## src/rtl/fifo_rx_ctrl_if.sv

```systemverilog
// Downstream packet handshake between the RX frame controller and its consumer.
// The master drives pkt_data/pkt_valid and the slave answers with pkt_ready.
interface fifo_rx_ctrl_if;
    logic [95:0] pkt_data;
    logic        pkt_valid;
    logic        pkt_ready;

    modport master (
        output pkt_data,
        output pkt_valid,
        input  pkt_ready
    );

    modport slave (
        input  pkt_data,
        input  pkt_valid,
        output pkt_ready
    );
endinterface

```

## src/rtl/fifo_rx_ctrl.sv

```systemverilog
// Sequences the 12-byte FIFO frame reader, validates each frame (header + XOR)
// and forwards good frames over a valid/ready handshake with saturating stats.
module fifo_rx_ctrl #(
    parameter logic [7:0] HEADER  = 8'hAA,
    parameter int         TIMEOUT = 1024,
    parameter int         CW      = 16
) (
    input  logic          clk,
    input  logic          rst,
    input  logic [11:0]   fifo_cnt,
    input  logic [11:0]   frame_len,
    output logic [11:0]   rd_num,
    output logic          rd_fs,
    input  logic          rd_fd,
    input  logic [95:0]   rd_res,
    output logic          rd_err,
    fifo_rx_ctrl_if.master pkt,
    output logic [CW-1:0] good_cnt,
    output logic [CW-1:0] bad_cnt,
    output logic [CW-1:0] tout_cnt,
    output logic          busy,
    output logic [2:0]    so
);

    typedef enum logic [2:0] {
        IDLE    = 3'd0,
        START   = 3'd1,
        CHECK   = 3'd2,
        OUT     = 3'd3,
        DROP    = 3'd4,
        RELEASE = 3'd5,
        TOUT    = 3'd6
    } state_t;

    localparam logic [15:0] TLIM = 16'(TIMEOUT - 1);

    state_t      state;
    logic [15:0] tcnt;
    logic [95:0] frame;
    logic [95:0] frame_pkt;
    logic [7:0]  csum;
    logic        ok;

    function automatic logic [CW-1:0] sat_inc(input logic [CW-1:0] v);
        return (&v) ? v : v + 1'b1;
    endfunction

    // frame holds reader order (byte 0 in the low byte); pkt order is reversed
    always_comb begin
        csum      = '0;
        frame_pkt = '0;
        for (int k = 1; k < 11; k++)
            csum = csum ^ frame[8*k +: 8];
        for (int k = 0; k < 12; k++)
            frame_pkt[95-8*k -: 8] = frame[8*k +: 8];
        ok = (frame[7:0] == HEADER) && (frame[95:88] == csum);
    end

    assign rd_num = frame_len;
    assign busy   = (state != IDLE);
    assign so     = state;

    always_ff @(posedge clk) begin
        if (rst) begin
            state         <= IDLE;
            tcnt          <= '0;
            frame         <= '0;
            rd_fs         <= 1'b0;
            rd_err        <= 1'b0;
            pkt.pkt_valid <= 1'b0;
            pkt.pkt_data  <= '0;
            good_cnt      <= '0;
            bad_cnt       <= '0;
            tout_cnt      <= '0;
        end else begin
            rd_err <= 1'b0;
            unique case (state)
                IDLE: begin
                    if (fifo_cnt >= frame_len && !rd_fd) begin
                        state <= START;
                        rd_fs <= 1'b1;
                    end
                end
                START: begin
                    // a done arriving on the limit cycle still wins
                    if (rd_fd) begin
                        frame <= rd_res;
                        tcnt  <= '0;
                        rd_fs <= 1'b0;
                        state <= CHECK;
                    end else if (tcnt == TLIM) begin
                        tcnt   <= tcnt + 16'd1;
                        rd_fs  <= 1'b0;
                        rd_err <= 1'b1;
                        state  <= TOUT;
                    end else begin
                        tcnt <= tcnt + 16'd1;
                    end
                end
                CHECK: begin
                    if (ok) begin
                        pkt.pkt_data  <= frame_pkt;
                        pkt.pkt_valid <= 1'b1;
                        state         <= OUT;
                    end else begin
                        state <= DROP;
                    end
                end
                OUT: begin
                    if (pkt.pkt_ready) begin
                        good_cnt      <= sat_inc(good_cnt);
                        pkt.pkt_valid <= 1'b0;
                        state         <= RELEASE;
                    end
                end
                DROP: begin
                    bad_cnt <= sat_inc(bad_cnt);
                    state   <= RELEASE;
                end
                TOUT: begin
                    tout_cnt <= sat_inc(tout_cnt);
                    tcnt     <= '0;
                    state    <= RELEASE;
                end
                RELEASE: begin
                    if (!rd_fd)
                        state <= IDLE;
                end
                default: begin
                    rd_fs         <= 1'b0;
                    pkt.pkt_valid <= 1'b0;
                    state         <= IDLE;
                end
            endcase
        end
    end

endmodule

```

## src/flat_wrapper.sv

```systemverilog
// flat-port wrapper written by rule: the top's interface ports become plain ports
module fifo_rx_ctrl_flat 
#(
    parameter logic [7:0] HEADER  = 8'hAA,
    parameter int         TIMEOUT = 1024,
    parameter int         CW      = 16
)
  (clk, rst, fifo_cnt, frame_len, rd_num, rd_fs, rd_fd, rd_res, rd_err, good_cnt, bad_cnt, tout_cnt, busy, so, pkt_pkt_data, pkt_pkt_valid, pkt_pkt_ready);
  fifo_rx_ctrl_if pkt_i ();
  input  logic clk;
  input  logic rst;
  input  logic [11:0] fifo_cnt;
  input  logic [11:0] frame_len;
  output logic [11:0] rd_num;
  output logic rd_fs;
  input  logic rd_fd;
  input  logic [95:0] rd_res;
  output logic rd_err;
  output logic [CW-1:0] good_cnt;
  output logic [CW-1:0] bad_cnt;
  output logic [CW-1:0] tout_cnt;
  output logic busy;
  output logic [2:0] so;
  output wire logic [$bits(pkt_i.pkt_data)-1:0] pkt_pkt_data;
  output wire logic [$bits(pkt_i.pkt_valid)-1:0] pkt_pkt_valid;
  input wire logic [$bits(pkt_i.pkt_ready)-1:0] pkt_pkt_ready;
  assign pkt_pkt_data = pkt_i.pkt_data;
  assign pkt_pkt_valid = pkt_i.pkt_valid;
  assign pkt_i.pkt_ready = pkt_pkt_ready;
  fifo_rx_ctrl #(.HEADER(HEADER), .TIMEOUT(TIMEOUT), .CW(CW)) u_core (.clk(clk), .rst(rst), .fifo_cnt(fifo_cnt), .frame_len(frame_len), .rd_num(rd_num), .rd_fs(rd_fs), .rd_fd(rd_fd), .rd_res(rd_res), .rd_err(rd_err), .pkt(pkt_i), .good_cnt(good_cnt), .bad_cnt(bad_cnt), .tout_cnt(tout_cnt), .busy(busy), .so(so));
endmodule
```

## config.mk

```make
export PLATFORM = sky130hd
export DESIGN_NAME = fifo_rx_ctrl_flat
export DESIGN_NICKNAME = d
export VERILOG_FILES = /design/src/rtl/fifo_rx_ctrl_if.sv /design/src/rtl/fifo_rx_ctrl.sv /design/src/flat_wrapper.sv
export SDC_FILE = /design/constraint.sdc
export NUM_CORES = 1
export LEC_CHECK = 0
export BUFFER_PORTS_ARGS = -buffer_cell sky130_fd_sc_hd__buf_2
export CORE_AREA = 2 2 181 183
export CTS_CLUSTER_DIAMETER = 60
export DETAILED_ROUTE_END_ITERATION = 8
export DIE_AREA = 0 0 183 185
export GPL_TIMING_DRIVEN = 0
export PLACE_DENSITY_LB_ADDON = 0.08
export SLEW_MARGIN = 25
export SYNTH_ARGS = -nofsm -noshare
export SYNTH_HDL_FRONTEND = slang
export SYNTH_SLANG_ARGS = --single-unit
export TNS_END_PERCENT = 5
```

## constraint.sdc

```tcl
create_clock -name clk -period 3 [get_ports clk]
set_input_delay 0.45 -clock clk [delete_from_list [all_inputs] [get_ports clk]]
set_output_delay 0.45 -clock clk [all_outputs]
set_load 0.01 [all_outputs]
```

==> results of run 1 <==
==> power breakdown <==
group	internal, mW	total [mW]	switching [mW]
Sequential	3.68	3.90	0.221
Combinational	0.892	1.95	1.05
Clock	2.28	3.80	1.52
Total	6.86	9.65	2.79
==> through the flow <==
stage | utilization (%) | std cells | setup WS (ns)
after floorplan | - | 1262 | 0.345
final | 45.0 | 2016 | 0.0513
after detailed placement | 40.6 | 1954 | -0.352
after global routing | 45.0 | 2015 | -0.0286
after CTS | 44.2 | 2010 | 0.00180
after global placement | 40.6 | 1954 | -0.315
==> cells in the mapped netlist, drive strengths merged, types with 3 or more instances <==
library cell / count
a31oi: 5
or3: 13
o21a: 4
and3b: 5
nand4: 15
a22oi: 3
a211oi: 6
o22ai: 3
mux2i: 91
o21ai: 23
buf: 26
xnor3: 8
nor4: 6
ha: 16
a41oi: 5
clkbuf: 55
or2: 5
dfxtp: 262
nor2: 158
and4: 7
nand3: 21
nand2b: 4
inv: 26
xor2: 23
and2: 3
and3: 10
nor3: 10
xnor2: 75
nand2: 225
a21oi: 125
a311oi: 6
==> registers in the layout (all words and copies together), names as in the netlist <==
name and count:
u_core.tout_cnt 16, u_core.tcnt 16, u_core.rd_fs 1, u_core.pkt.pkt_data 96, u_core.pkt.pkt_valid 1, u_core.frame 96
u_core.bad_cnt 16, u_core.good_cnt 16, u_core.rd_err 1, u_core.so 3
==> worst min-delay path by stage <==
| stage | slack (ns) | to | from |
|---|---|---|---|
| floorplan | 0.43 | u_core.frame[1]$_SDFFE_PP0P_ | u_core.frame[1]$_SDFFE_PP0P_ |
| detailed placement | 0.44 | u_core.pkt.pkt_data[95]$_SDFFE_PP0P_ | u_core.pkt.pkt_data[95]$_SDFFE_PP0P_ |
| global route | 0.17 | u_core.frame[73]$_SDFFE_PP0P_ | rd_res[73] |
| global placement | 0.43 | u_core.pkt.pkt_data[91]$_SDFFE_PP0P_ | u_core.pkt.pkt_data[91]$_SDFFE_PP0P_ |
| CTS | 0.16 | u_core.frame[68]$_SDFFE_PP0P_ | rd_res[68] |
| finish | 0.18 | u_core.frame[50]$_SDFFE_PP0P_ | rd_res[50] |
==> placed cells by master, fill, tap and decap left out, types with 16 or more instances in the layout <==
| master | synthesis | layout |
|---|---|---|
| mux2i_1 | 91 | 90 |
| nor2_1 | 158 | 158 |
| a21oi_1 | 125 | 125 |
| xnor2_2 | 0 | 16 |
| xnor2_1 | 75 | 58 |
| dfxtp_1 | 262 | 247 |
| clkbuf_16 | 0 | 38 |
| xor2_1 | 23 | 19 |
| nand2_1 | 225 | 225 |
| inv_1 | 26 | 26 |
| ha_1 | 16 | 16 |
| buf_2 | 5 | 287 |
| o21ai_0 | 23 | 23 |
| clkbuf_1 | 55 | 59 |
| nand3_1 | 21 | 21 |
==> kinds of logic (layout without fill, tap and decap cells) <==
group | count (synthesis) | count (layout) | synth area share (%)
other | 0 | 2 | 0
adders and majority gates | 16 | 16 | 1.81
buffers and inverters | 107 | 451 | 4.43
muxes | 91 | 91 | 8.23
xor gates and xnor gates | 106 | 106 | 9.39
and+or+nand+nor | 493 | 493 | 19.3
AOI/OAI and AO/OA | 187 | 187 | 9.42
DFF | 262 | 262 | 47.4
==> per-layer routing <==
metal / part of all wire, % / track usage (%) / vias to the layer above
met4: 1.8 / 4.83 / 0
met1: 45 / 24.8 / 4391
met5: 0 / 0 / -
met3: 5.5 / 4.21 / 43
met2: 47 / 32.9 / 199
li1: - / - / 4889
==> area by class of cell <==
| type | instances | area (µm²) |
|---|---|---|
| diodes | 2 | 5.00 |
| fillers | 3300 | 17600 |
| repair buffers | 288 | 1520 |
| inverters | 26 | 97.6 |
| multi-input cells | 893 | 5530 |
| flip-flops and latches | 262 | 5270 |
| clock inverters | 9 | 65.1 |
| well taps | 408 | 510 |
| clock buffers | 47 | 981 |
| plain buffers | 81 | 445 |
==> what timing repair did <==
action,in CTS,in global routing
pin swaps,8,10
setup endpoints to repair,96,109
gates cloned,0,3
gates resized for setup,20,40
buffers inserted,0,1
==> worst register-to-register path, stage by stage (launching register included) <==
cell,delay [ns]
dfxtp_2,0.35
xor2_2,0.19
xnor2_2,0.22
xnor3_1,0.44
or4_4,0.54
or4_4,0.43
buf_6,0.15
buf_12,0.15
buf_12,0.15
mux2i_1,0.16
nor2_1,0.05
==> impl_metrics.env, run 1 <==
export IMPL_netlist_area_mm2=0.0111
export IMPL_r2r_setup_slack_ns=0.05
export IMPL_r2r_start="u_core.frame[71]$_SDFFE_PP0P_"
export IMPL_gp_congestion=0.748
export IMPL_rsz0062_at_grt="yes"
export IMPL_postPlaceCellArea_mm2=0.0130
export IMPL_outcome="finished clean"
export IMPL_die_h_um=185
export IMPL_grtUsageTotal_pct=19.3
export IMPL_finalPower_mw=9.65
export IMPL_drtIter0Drc=354
export IMPL_grt_pass1_wl_mm=50.3
export IMPL_portBuffers=284
export IMPL_p_leak_nw=6.58
export IMPL_rows=66
export IMPL_dr_pass1_iters=4
export IMPL_finalCriticalPeriod_ns=2.95
export IMPL_clk_latency_ns=0.51
export IMPL_ys_top_cells_by_area="dfxtp_1 (47%), mux2i_1 (8.2%), nand2_1 (7.6%)"
export IMPL_fin_area_mm2=0.0144
export IMPL_synth_edff_count=0
export IMPL_async_flop_share_pct=0
export IMPL_setup_tns_ns=0
export IMPL_final_max_slew_violation_count=0
export IMPL_max_stage_delay_ns=0.54
export IMPL_cts_htree_levels=2
export IMPL_crit_path_start_kind="register"
export IMPL_maxCapViolations=0
export IMPL_hp_class="input port to register"
export IMPL_yosysWarnings=0
export IMPL_worst_ep_arrival_time_ns=3.30
export IMPL_cp_top_family="simple AND/OR/NAND/NOR gates"
export IMPL_criticalPathCategory="register to register"
export IMPL_synth_distinct_cells=48
export IMPL_syn_to_final_growth_pct=30.3
export IMPL_grt_max_degree=13
export IMPL_clock_skew_ns=0.0254
export IMPL_final_nets=1726
export IMPL_worst_pin_slew_ns=0.791
export IMPL_worst_setup_path_end_kind="register"
export IMPL_syn_num_nets=1402
export IMPL_fin_crit_sh_pct=98.3
export IMPL_vias=9522
export IMPL_clock_sinks=262
export IMPL_drive_gt1_share_pct=25.5
export IMPL_hold_violations=0
export IMPL_start_util_pct=34.5
export IMPL_ioPinCount=287
export IMPL_cp_num_buf_inv=3
export IMPL_cp_depth=10
export IMPL_r2r_cells=10
export IMPL_yosysTopAreaCellShare_pct=47.4
export IMPL_via_per_inst=4.72
export IMPL_core_mm2=0.0320
export IMPL_slowest_stage="or4_4"
export IMPL_overflow=0
export IMPL_seq_area_frac_synth_pct=47.4
export IMPL_antenna_found_initial=2
export IMPL_rr_endpoint="u_core.pkt.pkt_data[0]$_SDFFE_PP0P_"
export IMPL_relSlewSlack_pct=47.3
export IMPL_dp_hpwl_mm=25.5
export IMPL_wl_per_cell_um=16.8
export IMPL_setup_viol=0
export IMPL_numCtsBuffers=34
export IMPL_grt_pass1_vias=8917
export IMPL_endpoint="u_core.pkt.pkt_data[0]$_SDFFE_PP0P_"
export IMPL_whs_ns=0.183
export IMPL_ctsHoldBuffers=0
export IMPL_fp_dieW_um=183
export IMPL_crit_start="u_core.frame[71]$_SDFFE_PP0P_"
export IMPL_clk_pin_slew_ns=0.06
export IMPL_synthFlopType="dfxtp_1"
export IMPL_cellPowerDensity_mw_per_mm2=670
export IMPL_cp_required_ns=3.36
export IMPL_fmax_mhz=339
export IMPL_cts_tree="built"
export IMPL_clockRootBuffer="clkbuf_16"
export IMPL_synth_avg_cell_area_um2=8.77
export IMPL_path_cells="xor2_2, xnor2_2, xnor3_1, or4_4, or4_4, buf_6, buf_12, buf_12, mux2i_1, nor2_1"
export IMPL_synth_seq_cells=262
export IMPL_cts_buffer_depth=3
export IMPL_crit_fanout=8
export IMPL_wl_mm=33.8
export IMPL_hold_depth=3
export IMPL_dieArea_mm2=0.0339
export IMPL_syn_instance_count=1262
export IMPL_synth_area_leader_cell="dfxtp_1"
export IMPL_postRouteAntennaNets=0
export IMPL_drcViolationCount=0
export IMPL_ir_worst_vdd_mv=0.334
Note: power is estimated with default switching activity, not from simulation.
==> run 2: changes to the inputs <==
--- a/config.mk
+++ b/config.mk
@@ -7,11 +7,11 @@
 export LEC_CHECK = 0
 export BUFFER_PORTS_ARGS = -buffer_cell sky130_fd_sc_hd__buf_2
 export CORE_AREA = 2 2 181 183
-export CTS_CLUSTER_DIAMETER = 60
+export CTS_CLUSTER_DIAMETER = 100
 export DETAILED_ROUTE_END_ITERATION = 8
 export DIE_AREA = 0 0 183 185
 export GPL_TIMING_DRIVEN = 0
-export PLACE_DENSITY_LB_ADDON = 0.08
+export PLACE_DENSITY = 0.67
 export SLEW_MARGIN = 25
 export SYNTH_ARGS = -nofsm -noshare
 export SYNTH_HDL_FRONTEND = slang
==> run 2 against run 1 <==
Clock power is essentially flat. Die area is the same. Total power shrank 0.17%. Worst setup slack gained 0.061 ns. Sequential share of layout area grew 0.46 points. Critical path depth shrank 1.
==> impl_metrics.env, run 2 (synthesized netlist as in run 1, its figures left out) <==
export IMPL_ioPinCount=287
export IMPL_hold_violations=0
export IMPL_rows=66
export IMPL_maxCapViolations=0
export IMPL_overflow=0
export IMPL_fin_util_pct=44.4
export IMPL_wl_mm=33.8
export IMPL_worst_pin_slew_ns=0.945
export IMPL_slowest_stage="or4_4"
export IMPL_ctsHoldBuffers=0
export IMPL_relSlewSlack_pct=37.0
export IMPL_gp_congestion=0.866
export IMPL_wl_per_cell_um=16.9
export IMPL_path_cells="xnor2_4, xnor2_2, xnor3_1, or4_4, or4_4, buf_12, buf_12, mux2i_1, nor2_1"
export IMPL_multiInputGateArea_mm2=0.00548
export IMPL_r2r_setup_slack_ns=0.11
export IMPL_fp_dieW_um=183
export IMPL_worst_setup_path_end_kind="register"
export IMPL_clk_latency_ns=0.56
export IMPL_r2r_start="u_core.frame[34]$_SDFFE_PP0P_"
export IMPL_comb_power_share_pct=20.2
export IMPL_rsz0062_at_grt="no"
export IMPL_setup_viol=0
export IMPL_fmax_mhz=346
export IMPL_clockRootBuffer="clkbuf_16"
export IMPL_grt_max_degree=16
export IMPL_drive_gt1_share_pct=24.4
export IMPL_grt_pass1_vias=9267
export IMPL_outcome="finished clean"
export IMPL_drtIter0Drc=411
export IMPL_crit_fanout=10
export IMPL_cellPowerDensity_mw_per_mm2=677
export IMPL_clock_sinks=262
export IMPL_endpoint="u_core.pkt.pkt_data[63]$_SDFFE_PP0P_"
export IMPL_r2r_cells=9
export IMPL_dieArea_mm2=0.0339
export IMPL_drcViolationCount=0
export IMPL_syn_to_final_growth_pct=28.5
export IMPL_seqPwrFrac_pct=40.5
export IMPL_dp_hpwl_mm=25.9
export IMPL_antenna_found_initial=3
export IMPL_finalCriticalPeriod_ns=2.89
export IMPL_clock_skew_ns=0.0146
export IMPL_hp_class="input port to register"
export IMPL_cp_required_ns=3.42
export IMPL_crit_start="u_core.frame[34]$_SDFFE_PP0P_"
export IMPL_max_stage_delay_ns=0.52
export IMPL_postRouteAntennaNets=0
export IMPL_cts_setup_buffers=0
export IMPL_ir_worst_vdd_mv=0.446
export IMPL_via_per_inst=4.90
export IMPL_fin_crit_sh_pct=96.3
export IMPL_final_nets=1716
export IMPL_nFillCells=3188
export IMPL_die_h_um=185
export IMPL_post_place_ws_ns=-0.279
export IMPL_p_leak_nw=6.50
export IMPL_insertedDiodeCount=0
export IMPL_core_mm2=0.0320
export IMPL_whs_ns=0.129
export IMPL_finalPower_mw=9.63
export IMPL_cts_tree="built"
export IMPL_final_cell_mix="buf_2 (288), dfxtp_1 (251), nand2_1 (225)"
export IMPL_power_switching_mw=2.75
export IMPL_clkPwrFrac_pct=39.3
export IMPL_crit_path_start_kind="register"
export IMPL_final_seq_area_mm2=0.00526
export IMPL_clk_pin_slew_ns=0.06
export IMPL_vias=9819
export IMPL_worst_ep_arrival_time_ns=3.31
export IMPL_layout_commonest_cell="buf_2"
export IMPL_final_max_slew_violation_count=0
export IMPL_portBuffers=284
export IMPL_cts_htree_levels=1
export IMPL_start_util_pct=34.5
export IMPL_grtUsageTotal_pct=19.3
export IMPL_grt_pass1_wl_mm=50.9
export IMPL_reg_top3="u_core.frame x96, u_core.pkt.pkt_data x96"
export IMPL_numCtsBuffers=29
export IMPL_rr_endpoint="u_core.pkt.pkt_data[63]$_SDFFE_PP0P_"
export IMPL_dr_pass1_iters=5
export IMPL_worst_slack_ns=0.112
export IMPL_internal_power_mw=6.88
export IMPL_criticalPathCategory="register to register"
export IMPL_cts_buffer_depth=3
export IMPL_p_sw_share_pct=28.6
[run 2: changes by cell type in the layout (fill, tap and decap cells not counted), sizes merged]
cell,before,now
clkbuf,106,95
clkinv,5,2
bufinv,0,4
diode,2,0
buf,310,309
[run 2: power by group through the flow]
stage                     sequential [mW]  clock (mW)  combinational (mW)
final                                3.90        3.78                1.95
after global routing                 3.92        3.99                2.16
after CTS                            3.88        3.86                1.90
after detailed placement             3.95           0                1.86
after global placement               3.94           0                1.85
after floorplan                      3.89           0                1.32
[run 2: routing by layer]
metal / global-route usage (%) / share of wire [%] / vias to the layer above
met4: 5.73 / 3.0 / 4
met2: 33.4 / 47 / 317
met5: 0 / 0.047 / -
met3: 4.66 / 7.1 / 63
li1: - / - / 4860
met1: 23.7 / 42 / 4575
[run 2: repair_timing]
| action | in CTS | in global routing |
|---|---|---|
| setup endpoints to repair | 90 | 91 |
| endpoints found under the hold margin | 0 | 0 |
| gates resized for setup | 21 | 24 |
| pin swaps | 7 | 9 |
[run 2: how the worst min path moves through the flow]
stage | from | end | slack (ns) | depth (start not counted)
floorplan | u_core.frame[1]$_SDFFE_PP0P_ | u_core.frame[1]$_SDFFE_PP0P_ | 0.43 | 2
global placement | u_core.pkt.pkt_data[93]$_SDFFE_PP0P_ | u_core.pkt.pkt_data[93]$_SDFFE_PP0P_ | 0.43 | 2
detailed placement | u_core.pkt.pkt_data[91]$_SDFFE_PP0P_ | u_core.pkt.pkt_data[91]$_SDFFE_PP0P_ | 0.44 | 2
CTS | rd_res[95] | u_core.frame[95]$_SDFFE_PP0P_ | 0.10 | 3
global route | rd_res[95] | u_core.frame[95]$_SDFFE_PP0P_ | 0.11 | 3
finish | rd_res[49] | u_core.frame[49]$_SDFFE_PP0P_ | 0.13 | 3
[run 2: final cells by class]
cell class              instances  share of cell area [%]
multi-input cells             893                    38.6
flip-flops and latches        262                    37.0
repair buffers                284                    9.99
clock buffers                  40                    5.96
well taps                     408                    3.59
plain buffers                  80                    2.97
clock inverters                10                    1.25
inverters                      26                   0.686
[run 2: critical path: cells and delay by family, from the launching register on]
kind                      cells  cell delay (ns)
and+or+nand+nor               3             1.07
xor gates and xnor gates      3             0.81
DFF                           1             0.37
buffers and inverters         2             0.34
muxes                         1             0.16
[run 2: through the flow]
step / instance area, µm² / std cells / TNS (ns)
finish: 14200 / 2003 / 0
global route: 14200 / 2003 / 0
CTS: 14100 / 2004 / 0
detailed placement: 13000 / 1954 / -7.05
global placement: 13000 / 1954 / -6.08
floorplan: 11100 / 1262 / 0
==> run 3: changes to the inputs <==
--- a/config.mk
+++ b/config.mk
@@ -11,7 +11,7 @@
 export DETAILED_ROUTE_END_ITERATION = 8
 export DIE_AREA = 0 0 183 185
 export GPL_TIMING_DRIVEN = 0
-export PLACE_DENSITY = 0.67
+export PLACE_DENSITY = 0.56
 export SLEW_MARGIN = 25
 export SYNTH_ARGS = -nofsm -noshare
 export SYNTH_HDL_FRONTEND = slang
==> run 3 against run 2 <==
Sequential power barely moved. Flip-flop and latch count is the same. Clock skew up 0.0020 ns. First-iteration DRC count increased by 11%. Worst hold slack got worse by 0.0023 ns. Worst setup slack got worse by 0.018 ns. Cell count is 0.25% higher. Die area is the same. Core utilization is 0.18 points lower. Maximum frequency shrank 0.63%. Critical path depth unchanged. Wire length fell by 0.69%.
==> impl_metrics.env, run 3 (synthesized netlist as in run 1, its figures left out) <==
export IMPL_outcome="finished clean"
export IMPL_cts_htree_levels=1
export IMPL_dr_pass1_iters=5
export IMPL_finalCriticalPeriod_ns=2.91
export IMPL_relSlewSlack_pct=39.4
export IMPL_final_max_slew_violation_count=0
export IMPL_rows=66
export IMPL_finalPower_mw=9.50
export IMPL_criticalPathCategory="register to register"
export IMPL_p_leak_nw=6.48
export IMPL_cp_num_buf_inv=2
export IMPL_ir_worst_vdd_mv=0.466
export IMPL_slowest_stage="or4_4"
export IMPL_whs_ns=0.127
export IMPL_cp_required_ns=3.43
export IMPL_ctsHoldBuffers=0
export IMPL_hold_violations=0
export IMPL_clk_pin_slew_ns=0.06
export IMPL_clock_skew_ns=0.0166
export IMPL_fp_dieW_um=183
export IMPL_start_util_pct=34.5
export IMPL_final_cell_mix="buf_2 (288), dfxtp_1 (256), nand2_1 (225)"
export IMPL_postRouteAntennaNets=0
export IMPL_crit_fanout=10
export IMPL_setup_viol=0
export IMPL_grt_max_degree=16
export IMPL_postPlaceCellArea_mm2=0.0130
export IMPL_fmax_mhz=344
export IMPL_wl_per_cell_um=16.7
export IMPL_worst_slack_ns=0.0936
export IMPL_fin_util_pct=44.2
export IMPL_drcViolationCount=0
export IMPL_via_per_inst=4.80
export IMPL_numCtsBuffers=29
export IMPL_syn_to_final_growth_pct=28.0
export IMPL_hp_class="input port to register"
export IMPL_post_place_ws_ns=-0.253
export IMPL_dp_hpwl_mm=25.6
export IMPL_setup_tns_ns=0
export IMPL_clk_latency_ns=0.56
export IMPL_wl_mm=33.6
export IMPL_cts_tree="built"
export IMPL_rsz0062_at_grt="yes"
export IMPL_cts_buffer_depth=3
export IMPL_grtUsageTotal_pct=19.2
export IMPL_grt_pass1_vias=9017
export IMPL_drtIter0Drc=456
export IMPL_layout_commonest_cell="buf_2"
export IMPL_vias=9630
export IMPL_cp_top_family="simple AND/OR/NAND/NOR gates"
export IMPL_drive_gt1_share_pct=23.9
export IMPL_fin_area_mm2=0.0142
export IMPL_clockRootBuffer="clkbuf_16"
export IMPL_antenna_found_initial=2
export IMPL_path_cells="xor2_2, xnor2_2, xnor3_1, or4_4, or4_4, buf_12, buf_12, mux2i_2, nor2_1"
export IMPL_stdcell_count=2008
export IMPL_dieArea_mm2=0.0339
export IMPL_reg_top3="u_core.frame x96, u_core.pkt.pkt_data x96"
export IMPL_dp_cells=1954
export IMPL_clock_sinks=262
export IMPL_worst_setup_path_end_kind="register"
export IMPL_worst_ep_arrival_time_ns=3.34
export IMPL_overflow=0
export IMPL_final_nets=1717
export IMPL_gp_congestion=0.823
export IMPL_core_mm2=0.0320
export IMPL_die_h_um=185
export IMPL_portBuffers=284
export IMPL_fin_crit_sh_pct=96.9
export IMPL_cellPowerDensity_mw_per_mm2=671
export IMPL_maxCapViolations=0
export IMPL_max_stage_delay_ns=0.55
export IMPL_grt_pass1_wl_mm=50.3
export IMPL_crit_path_start_kind="register"
export IMPL_worst_pin_slew_ns=0.909
export IMPL_ioPinCount=287
-- run 3: cell count changes in the layout (fill, tap and decap cells not counted), sizes merged --
| cell | before | now |
|---|---|---|
| inv | 28 | 27 |
| diode | 0 | 2 |
| bufinv | 4 | 3 |
| clkinv | 2 | 4 |
| buf | 309 | 310 |
| clkinvlp | 2 | 1 |
| clkbuf | 95 | 98 |
-- run 3: path summary, 6_finish.rpt --
path / startpoint / to / slack (ns) / depth (start not counted)
worst max register to register: u_core.frame[73]$_SDFFE_PP0P_ / u_core.pkt.pkt_data[72]$_SDFFE_PP0P_ / 0.09 / 9
worst min-delay path: rd_res[60] / u_core.frame[60]$_SDFFE_PP0P_ / 0.13 / 3
worst max-delay path: u_core.frame[73]$_SDFFE_PP0P_ / u_core.pkt.pkt_data[72]$_SDFFE_PP0P_ / 0.09 / 9
worst min register to register: u_core.pkt.pkt_data[89]$_SDFFE_PP0P_ / u_core.pkt.pkt_data[89]$_SDFFE_PP0P_ / 0.44 / 2
-- run 3: per-layer routing --
layer / up-vias / global-route usage, % / wire length (µm)
met4: 0 / 6.08 / 965
met5: - / 0 / 0
met1: 4440 / 24.5 / 14800
li1: 4866 / - / -
met3: 57 / 4.58 / 2340
met2: 267 / 32.0 / 15500
-- run 3: cell type report --
cell class,instances,area [µm²]
Sequential cell,262,5250
Timing Repair Buffer,285,1440
Antenna cell,2,5.00
Inverter,26,97.6
Multi-Input combinational cell,893,5450
Clock buffer,43,848
Clock inverter,9,138
Tap cell,408,510
Fill cell,3154,17900
Buffer,80,425
-- run 3: power by group --
group	leakage [nW]	switching (mW)	internal, mW
Combinational	3.88	1.07	0.873
Clock	0.484	1.47	2.21
Sequential	2.12	0.207	3.68
Total	6.48	2.75	6.76
-- run 3: tightest hold or removal path, delay by kind of cell --
family | cells | cell delay (ns)
buffers and inverters | 1 | 0.09
and+or+nand+nor | 1 | 0.05
AOI/OAI and AO/OA | 1 | 0.05
-- run 3: timing repair --
| action | in CTS | in global routing |
|---|---|---|
| endpoints found under the setup margin | 92 | 88 |
| pin swaps | 7 | 6 |
| hold endpoints to repair | 0 | 0 |
| buffers inserted | 0 | 1 |
| resized for setup | 22 | 13 |
